$ cat src/rtl/vector_mem_stage_pkg.sv
`default_nettype none
// ============================================================================
//  Module      : vector_mem_stage_pkg
//  Description : Shared types and helpers for the vector memory stage.
//                The hazard unit imports the same state encoding.
//  Revision    : 1.0  initial release
// ============================================================================
package vector_mem_stage_pkg;

   // Default lane count. The stage top takes its VECTOR_SIZE default from this.
   localparam int unsigned VEC_LANES  = 6;
   localparam int unsigned LANE_CNT_W = $clog2(VEC_LANES);

   typedef enum logic [1:0] {
      IDLE  = 2'd0,
      ISSUE = 2'd1,
      DRAIN = 2'd2,
      DONE  = 2'd3
   } mem_state_t;

   // Number of lanes touched by one access.
   function automatic int unsigned access_len(input logic is_scalar,
                                              input int unsigned lanes = VEC_LANES);
      return is_scalar ? 32'd1 : lanes;
   endfunction

endpackage
`default_nettype wire

$ cat src/rtl/vector_lane_assembler.sv
`default_nettype none
// ============================================================================
//  Module      : vector_lane_assembler
//  Description : Load-result register. One byte lane is written per capture;
//                a scalar load clears the upper lanes when it is accepted.
//  Revision    : 1.0  initial release
// ============================================================================
module vector_lane_assembler #(
   parameter int DATA_WIDTH  = 8,
   parameter int VECTOR_SIZE = 6,
   parameter int LANE_W      = 3
) (
   input  logic                              clk,
   input  logic                              reset,
   input  logic                              cap_en_i,
   input  logic [LANE_W-1:0]                 cap_lane_i,
   input  logic [DATA_WIDTH-1:0]             cap_data_i,
   input  logic                              clr_upper_i,
   output logic [DATA_WIDTH*VECTOR_SIZE-1:0] read_data_o
);

   for (genvar g = 0; g < VECTOR_SIZE; g++) begin : g_lane
      logic [DATA_WIDTH-1:0] lane_q;

      // Capture has priority; clear only affects lanes above lane 0.
      always_ff @(posedge clk) begin
         if (reset) begin
            lane_q <= '0;
         end else if (cap_en_i && (cap_lane_i == LANE_W'(g))) begin
            lane_q <= cap_data_i;
         end else if (clr_upper_i && (g != 0)) begin
            lane_q <= '0;
         end
      end

      assign read_data_o[g*DATA_WIDTH +: DATA_WIDTH] = lane_q;
   end

endmodule
`default_nettype wire

$ cat src/rtl/vector_mem_stage.sv
`default_nettype none
// ============================================================================
//  Module      : vector_mem_stage
//  Description : Memory-access stage. Sequences scalar or vector loads and
//                stores one lane per cycle onto a byte-wide synchronous
//                memory and stalls the upstream pipeline while busy.
//  Revision    : 1.0  initial release
// ============================================================================
module vector_mem_stage
   import vector_mem_stage_pkg::*;
#(
   parameter int DATA_WIDTH  = 8,
   parameter int VECTOR_SIZE = VEC_LANES,
   parameter int ADDR_WIDTH  = 16
) (
   input  logic                              clk,
   input  logic                              reset,
   input  logic                              valid_in,
   input  logic                              memRead,
   input  logic                              memWrite,
   input  logic                              isScalar,
   input  logic [ADDR_WIDTH-1:0]             address,
   input  logic [DATA_WIDTH*VECTOR_SIZE-1:0] writeData,
   input  logic [DATA_WIDTH-1:0]             mem_rdata,
   output logic [ADDR_WIDTH-1:0]             mem_addr,
   output logic                              mem_we,
   output logic [DATA_WIDTH-1:0]             mem_wdata,
   output logic [DATA_WIDTH*VECTOR_SIZE-1:0] readData,
   output logic                              done,
   output logic                              stall
);

   localparam int LANE_W = (VECTOR_SIZE > 1) ? $clog2(VECTOR_SIZE) : 1;

   mem_state_t                       state_q, state_d;
   logic [LANE_W-1:0]                lane_q, lane_d;
   logic [LANE_W-1:0]                last_q;
   logic [ADDR_WIDTH-1:0]            base_q;
   logic [DATA_WIDTH*VECTOR_SIZE-1:0] wdata_q;
   logic                             store_q;

   logic                             req;
   logic                             accept;
   logic                             cap_en;
   logic [LANE_W-1:0]                cap_lane;
   logic                             clr_upper;
   logic [DATA_WIDTH-1:0]            wlane [VECTOR_SIZE];

   // A request seen while reset is high must not stall or start an access.
   assign req = valid_in & (memRead | memWrite) & ~reset;

   for (genvar g = 0; g < VECTOR_SIZE; g++) begin : g_wlane
      assign wlane[g] = wdata_q[g*DATA_WIDTH +: DATA_WIDTH];
   end

   // State and lane counter register.
   always_ff @(posedge clk) begin
      if (reset) begin
         state_q <= IDLE;
         lane_q  <= '0;
      end else begin
         state_q <= state_d;
         lane_q  <= lane_d;
      end
   end

   // Latch the request at accept; both-high op codes are treated as a store.
   always_ff @(posedge clk) begin
      if (reset) begin
         base_q  <= '0;
         wdata_q <= '0;
         store_q <= 1'b0;
         last_q  <= '0;
      end else if (accept) begin
         base_q  <= address;
         wdata_q <= writeData;
         store_q <= memWrite;
         last_q  <= LANE_W'(access_len(isScalar, unsigned'(VECTOR_SIZE)) - 32'd1);
      end
   end

   // Next-state, memory port and load-capture control.
   always_comb begin
      state_d   = state_q;
      lane_d    = lane_q;
      mem_addr  = '0;
      mem_we    = 1'b0;
      mem_wdata = '0;
      done      = 1'b0;
      stall     = 1'b0;
      accept    = 1'b0;
      cap_en    = 1'b0;
      cap_lane  = '0;
      clr_upper = 1'b0;
      case (state_q)
         IDLE: begin
            if (req) begin
               accept    = 1'b1;
               stall     = 1'b1;
               lane_d    = '0;
               clr_upper = isScalar & memRead & ~memWrite;
               state_d   = ISSUE;
            end
         end
         ISSUE: begin
            stall     = 1'b1;
            mem_addr  = base_q + ADDR_WIDTH'(lane_q);
            // Gated by reset so an abort never lands one more write.
            mem_we    = store_q & ~reset;
            mem_wdata = wlane[lane_q];
            // Read data returns one cycle late, so it belongs to the previous lane.
            if (!store_q && (lane_q != '0)) begin
               cap_en   = 1'b1;
               cap_lane = lane_q - LANE_W'(1);
            end
            if (lane_q == last_q) begin
               state_d = store_q ? DONE : DRAIN;
            end else begin
               lane_d = lane_q + LANE_W'(1);
            end
         end
         DRAIN: begin
            stall    = 1'b1;
            cap_en   = 1'b1;
            cap_lane = last_q;
            state_d  = DONE;
         end
         DONE: begin
            done    = 1'b1;
            state_d = IDLE;
         end
         default: state_d = IDLE;
      endcase
   end

   vector_lane_assembler #(
      .DATA_WIDTH  (DATA_WIDTH),
      .VECTOR_SIZE (VECTOR_SIZE),
      .LANE_W      (LANE_W)
   ) u_asm (
      .clk         (clk),
      .reset       (reset),
      .cap_en_i    (cap_en),
      .cap_lane_i  (cap_lane),
      .cap_data_i  (mem_rdata),
      .clr_upper_i (clr_upper),
      .read_data_o (readData)
   );

endmodule
`default_nettype wire

$ cat config.mk
export PLATFORM = sky130hd
export DESIGN_NAME = vector_mem_stage
export DESIGN_NICKNAME = d
export VERILOG_FILES = /design/src/rtl/vector_mem_stage_pkg.sv /design/src/rtl/vector_lane_assembler.sv /design/src/rtl/vector_mem_stage.sv
export SDC_FILE = /design/constraint.sdc
export NUM_CORES = 1
export LEC_CHECK = 0
export CORE_ASPECT_RATIO = 0.6
export CORE_MARGIN = 1
export CORE_UTILIZATION = 45
export CTS_BUF_LIST = sky130_fd_sc_hd__clkbuf_8
export DETAILED_ROUTE_END_ITERATION = 10
export HOLD_SLACK_MARGIN = 0.03
export PLACE_DENSITY = 0.77
export SYNTH_ARGS = -nofsm -noshare
export SYNTH_HDL_FRONTEND = slang
export SYNTH_HIERARCHICAL = 1
export SYNTH_SLANG_ARGS = --single-unit
$ cat constraint.sdc
create_clock -name clk -period 3.2 [get_ports clk]
set_input_delay 0.32 -clock clk [delete_from_list [all_inputs] [get_ports clk]]
set_output_delay 0.32 -clock clk [all_outputs]
set_load 0.01 [all_outputs]
### Yosys cells after proc, flatten, opt, wreduce, memory -nomap -nowiden

Index checks and enable logic that the tools add are counted.

| storage, ports and cells | value |
|---|---|
| latch bits | 0 |
| memories | 0 |
| flip-flop bits (word level) | 121 |
| output and inout port bits | 75 |
| input port bits | 78 |
| memory bits (writable) | 0 |
| bits in read-only memories | 0 |

| cells by class | value |
|---|---|
| $mul | 0 |
| divide/modulo/power cells | 0 |
| add/subtract/negate cells | 4 |
| reductions and logical operators | 20 |
| multiplexer cells | 30 |
| bitwise operators | 9 |
| shift operators | 0 |
| order comparisons | 1 |
| equal/unequal tests | 12 |

Operators with widths:

| operator | number |
|---|---|
| $mux 8 | 9 |
| $bmux 8 s3 | 1 |
| $add 16x3->16 | 1 |
| $mux 16 | 1 |
| $mux 3 | 4 |
| $pmux 3 s2 | 2 |
| $reduce_bool 2->1 | 6 |
| $mux 1 | 8 |
| $pmux 2 s4 | 1 |
| $logic_and 1x1->1 | 7 |
| $eq 3x2->1 const B | 2 |
| $eq 3x3->1 const B | 2 |
| $ne 2x2->1 const B | 3 |
| $sub 3x1->3 const B | 2 |
| $and 1x1->1 | 5 |
| $eq 2x2->1 const B | 2 |
| $ge 4x4->1 const B | 1 |
| $mux 2 | 2 |
| $not 3->4 | 1 |
| $pmux 1 s2 | 2 |
| $add 3x1->3 const B | 1 |
| $eq 3x1->1 const B | 1 |
| $eq 3x3->1 | 1 |
| $logic_not 3->1 | 1 |
| other kinds (9) | 10 |

### Longest topological paths before layout

| depth | value |
|---|---|
| depth after elaboration | 7 |
| mapped depth | 10 |
| depth with buffers taken out | 8 |

### Hierarchy

Netlist, hierarchy kept.

Modules (own cells, without submodules):

| module | cells each | seq. area each (µm²) | times used | area an instance (µm²) |
|---|---|---|---|---|
| vector_mem_stage | 453 | 1421.4 | 1 | 3759.9 |
| vector_lane_assembler | 174 | 960.9 | 1 | 2040.7 |

### Least setup slack after synthesis

Ideal clock, no wire load.

| timing | value |
|---|---|
| path type | reg-to-reg |
| start | register lane_q[0] |
| end | register u_asm.g_lane[0].lane_q[0] |
| setup slack | 0.427 ns |
| data arrival time | 2.649 ns |
| stages on the path, launching flop included | 10 |
| required time | 3.076 ns |
| clock period less this slack | 2.773 ns |
| cells stage by stage | dfxtp_1 > buf_4 > buf_2 > inv_1 > ha_1 > a211o_1 > a21boi_0 > or4b_4 > buf_6 > mux2i_1 |

| on the way | value |
|---|---|
| elaborated cells on any way between the ends | 9 |
| those cells by class | add/sub: 1; mux: 4; reduce/logical: 4 |

RTL lines:

| what | RTL line | source |
|---|---|---|
| start: declaration | vector_mem_stage.sv:36 | `logic [LANE_W-1:0] lane_q, lane_d;` |
| start signal: assignment | vector_mem_stage.sv:63 | `lane_q <= lane_d;` |
| $reduce_bool 3->1 | vector_mem_stage.sv:112 | `if (!store_q && (lane_q != '0)) begin` |
| $logic_and 1x1->1 | vector_mem_stage.sv:112 |  |
| $mux 1 | vector_mem_stage.sv:112 |  |
| $pmux 1 s2 | vector_mem_stage.sv:95 | `case (state_q)` |
| via cap_en | vector_mem_stage.sv:44 | `logic cap_en;` |
| $logic_and 1x1->1 | vector_lane_assembler.sv:29 | `end else if (cap_en_i && (cap_lane_i == LANE_W'(g))) begin` |
| end signal: assignment | vector_lane_assembler.sv:30 | `lane_q <= cap_data_i;` |
| end: declaration | vector_lane_assembler.sv:23 | `logic [DATA_WIDTH-1:0] lane_q;` |

The timed path passes the listed nets, and every way through them passes these cells.
A chain may end at the register's enable or synchronous reset.

### Worst setup path after layout

| timing | value |
|---|---|
| start | register lane_q[1] |
| end | output port mem_addr[11] |

| on the way | value |
|---|---|
| longest elaborated chain between the ends | 2 |

RTL lines:

| what | RTL line | source |
|---|---|---|
| $add 16x3->16 | vector_mem_stage.sv:107 | `mem_addr = base_q + ADDR_WIDTH'(lane_q);` |
| $mux 16 | vector_mem_stage.sv:95 |  |
| end: declaration | vector_mem_stage.sv:25 | `output logic [ADDR_WIDTH-1:0] mem_addr,` |

Every way passes these cells.

==> results.json <==
{
  "status": "complete, no violations",
  "holdCritPathClass": "input pin to flop",
  "skew_ns": 0.0118,
  "route.antenna.remaining_nets": 0,
  "fmax_ghz": 0.327,
  "drive_above_1_share_pct": 11.8,
  "grt_usage_pct": 24.9,
  "coreArea_um2": 12300,
  "cp-end-kind": "output pin",
  "seq_area_um2": 2380,
  "cp.required_ns": 2.88,
  "synth_mux_area_share_pct": 13.1,
  "vias": 4987,
  "ys_async_sr_fraction_pct": 0,
  "dp_hpwl_um": 11200,
  "grt_max_degree": 121,
  "wl_per_cell_um": 17.1,
  "synth_edf_count": 0,
  "p_seq_share_pct": 43.4,
  "slew_violations": 0,
  "multiInputGateArea_um2": 3190,
  "final.setup.worst_slack_ns": 0.145,
  "synthTopCellsByArea": "dfxtp_1 41%, mux2i_1 10%, nand2b_1 8.7%",
  "startpoint_type": "flop",
  "crit_path_max_fanout": 14,
  "rsz0062_at_grt": "false",
  "start_util_pct": 47.2,
  "post-place-ws_ns": 0.359,
  "place_congestion": 0.872,
  "worstPathArrival_ns": 2.74,
  "rows": 31,
  "p_per_area_nw_per_um2": 523,
  "syn-num-nets": 717,
  "cts_buffers": 17,
  "synth_common_cells": "119 x dfxtp_1, 81 x nand2b_1, 75 x o21ai_0",
  "syn_area_um2": 5800,
  "power.switching_w": 0.00122,
  "area_growth_pct": 34.6,
  "vias_per_cell": 5.32,
  "final_util_pct": 63.5,
  "yosysMostFrequentCell": "dfxtp_1",
  "setup_viol": 0,
  "p_int_w": 0.00286,
  "pwr-share-comb_pct": 22.5,
  "power.static_leakage_nw": 2.99,
  "ys_seq_area_share_pct": 41.1,
  "synth_top_flop_cell": "dfxtp_1",
  "dr.pass1.iters": 7,
  "antenna_found_initial": 0,
  "die_width_um": 149,
  "clk_transition_reported_paths_ns": 0.07,
  "tritoncts": "done",
  "postCtsHoldBufs": 0,
  "vdd_drop_max_mv": 0.231,
  "dieHeight_um": 89.9,
  "yosys.area.top_type_share_pct": 41.1,
  "relSlewSlack_pct": 34.0,
  "wl_um": 16000,
  "grt_pass1_vias": 4968,
  "syn_avg_cell_area_um2": 9.25,
  "fin_crit_sh_pct": 95.5,
  "grt_overflow": 0,
  "cts_sinks": 119,
  "synth_xor_area_share_pct": 1.21,
  "portBuffers": 152,
  "synth-compound-area-share_pct": 10.8,
  "max-clock-path-buffers": 2,
  "tns_ns": 0,
  "drt_iter0_markers": 329,
  "dpl_cell_area_um2": 7370,
  "io_pins": 153,
  "max_cap_viol_count": 0,
  "pwr-share-clk_pct": 34.1,
  "ys_types": 52,
  "hold_viol_final": 0,
  "synth_simple_gate_area_share_pct": 26.7,
  "synth_top_cell_by_area": "dfxtp_1",
  "synth_top_family_by_area": "simple AND/OR/NAND/NOR gates",
  "sw_frac_of_total_pct": 30.0,
  "worst_pin_slew_ns": 0.989,
  "critPathKind": "flop to output pin",
  "n_antenna_cell": 0,
  "die_area_um2": 13400,
  "fin_crit_ns": 3.06,
  "synthAdderAreaFrac_pct": 2.72,
  "clock_latency_ns": 0.43,
  "synthCells": 627,
  "postLayoutCellArea_um2": 7810,
  "cts_max_level": 4,
  "nets": 851,
  "yosys_warnings": 6,
  "drc": 0,
  "cts_root_buf": "clkbuf_8",
  "grt_first_pass_wirelength_um": 26000,
  "nFillCells": 1010,
  "ys_ff_latch": 119
}
layout make-up:
type	instances	share of cell area (%)
clock buffers	19	3.35
clock inverters	12	1.75
inverters	10	0.481
multi-input cells	452	40.8
flip-flops and latches	119	30.5
well taps	165	2.64
repair buffers	161	20.4
power groups by stage:
stage / logic (W) / registers, W / clock network (W)
finish: 0.000919 / 0.00178 / 0.00139
global route: 0.00101 / 0.00179 / 0.00148
CTS: 0.000913 / 0.00177 / 0.00141
detailed placement: 0.000905 / 0.00180 / 0
global placement: 0.000878 / 0.00179 / 0
floorplan: 0.000569 / 0.00176 / 0
registers in the layout, indices dropped and copies added (netlist names):
signal,count
base_q,16
u_asm/g_lane.lane_q,48
lane_q,3
last_q,1
store_q,1
wdata_q,48
state_q,2
cells in the final DEF (no fill, tap or decap), types with 4 or more instances in the layout:
cell | synthesis | final
o21ai_0 | 75 | 75
dfxtp_1 | 119 | 118
clkdlybuf4s50_1 | 0 | 147
o2bb2ai_1 | 8 | 8
or3_1 | 4 | 4
buf_4 | 1 | 9
xor2_1 | 5 | 5
clkinv_2 | 0 | 4
or3b_2 | 33 | 33
nand2b_1 | 81 | 81
nand2_1 | 72 | 72
or3b_1 | 7 | 7
a21oi_1 | 8 | 8
clkbuf_8 | 0 | 19
inv_1 | 9 | 12
ha_1 | 11 | 9
nor2_1 | 16 | 16
and2_1 | 12 | 12
mux4_2 | 8 | 8
nand3_1 | 5 | 5
dlymetal6s2s_1 | 0 | 4
mux2i_1 | 58 | 58
critical path: stages, from the launching register on:
cell	delay (ns)
dfxtp_1	0.33
buf_4	0.24
ha_1	0.30
a211oi_2	0.32
or2_1	0.26
nor2_1	0.07
mux2i_1	0.21
clkdlybuf4s50_1	0.58
per-layer routing:
layer  vias up  track usage (%)  wire length, um
met2       163             36.8             6860
li1       2428                -                -
met4         0             6.19               87
met3         7             6.50             1210
met5         -                0                0
met1      2389             35.9             7840
through the flow:
step	hold WS, ns	cells	power [W]
after global routing	0.442	938	0.00428
after global placement	0.462	906	0.00267
final	0.435	938	0.00409
after CTS	0.419	937	0.00409
after detailed placement	0.468	906	0.00271
after floorplan	0.416	627	0.00233
path summary, 6_finish.rpt:
check | startpoint | to | slack [ns] | cells past startpoint
hold / removal | writeData[33] | wdata_q[33] | 0.43 | 3
hold reg to reg | wdata_q[9] | wdata_q[9] | 0.48 | 2
setup / recovery | lane_q[1] | mem_addr[11] | 0.14 | 7
setup reg to reg | lane_q[0] | u_asm/g_lane[4].lane_q[5] | 0.31 | 7
cells by family after synthesis:
logic type,Yosys count
AOI/OAI and AO/OA,109
xor gates and xnor gates,8
adders and majority gates,12
buffers and inverters,56
DFF,119
muxes,66
and+or+nand+nor,257
repair_timing:
item | 4_1_cts | 5_1_grt
pin swaps | 0 | 1
setup buffers | 0 | 1
endpoints found under the setup margin | 5 | 7
gates resized for setup | 4 | 9
endpoints found under the hold margin | 0 | 0
No activity file was read; power rests on OpenSTA's default activity.
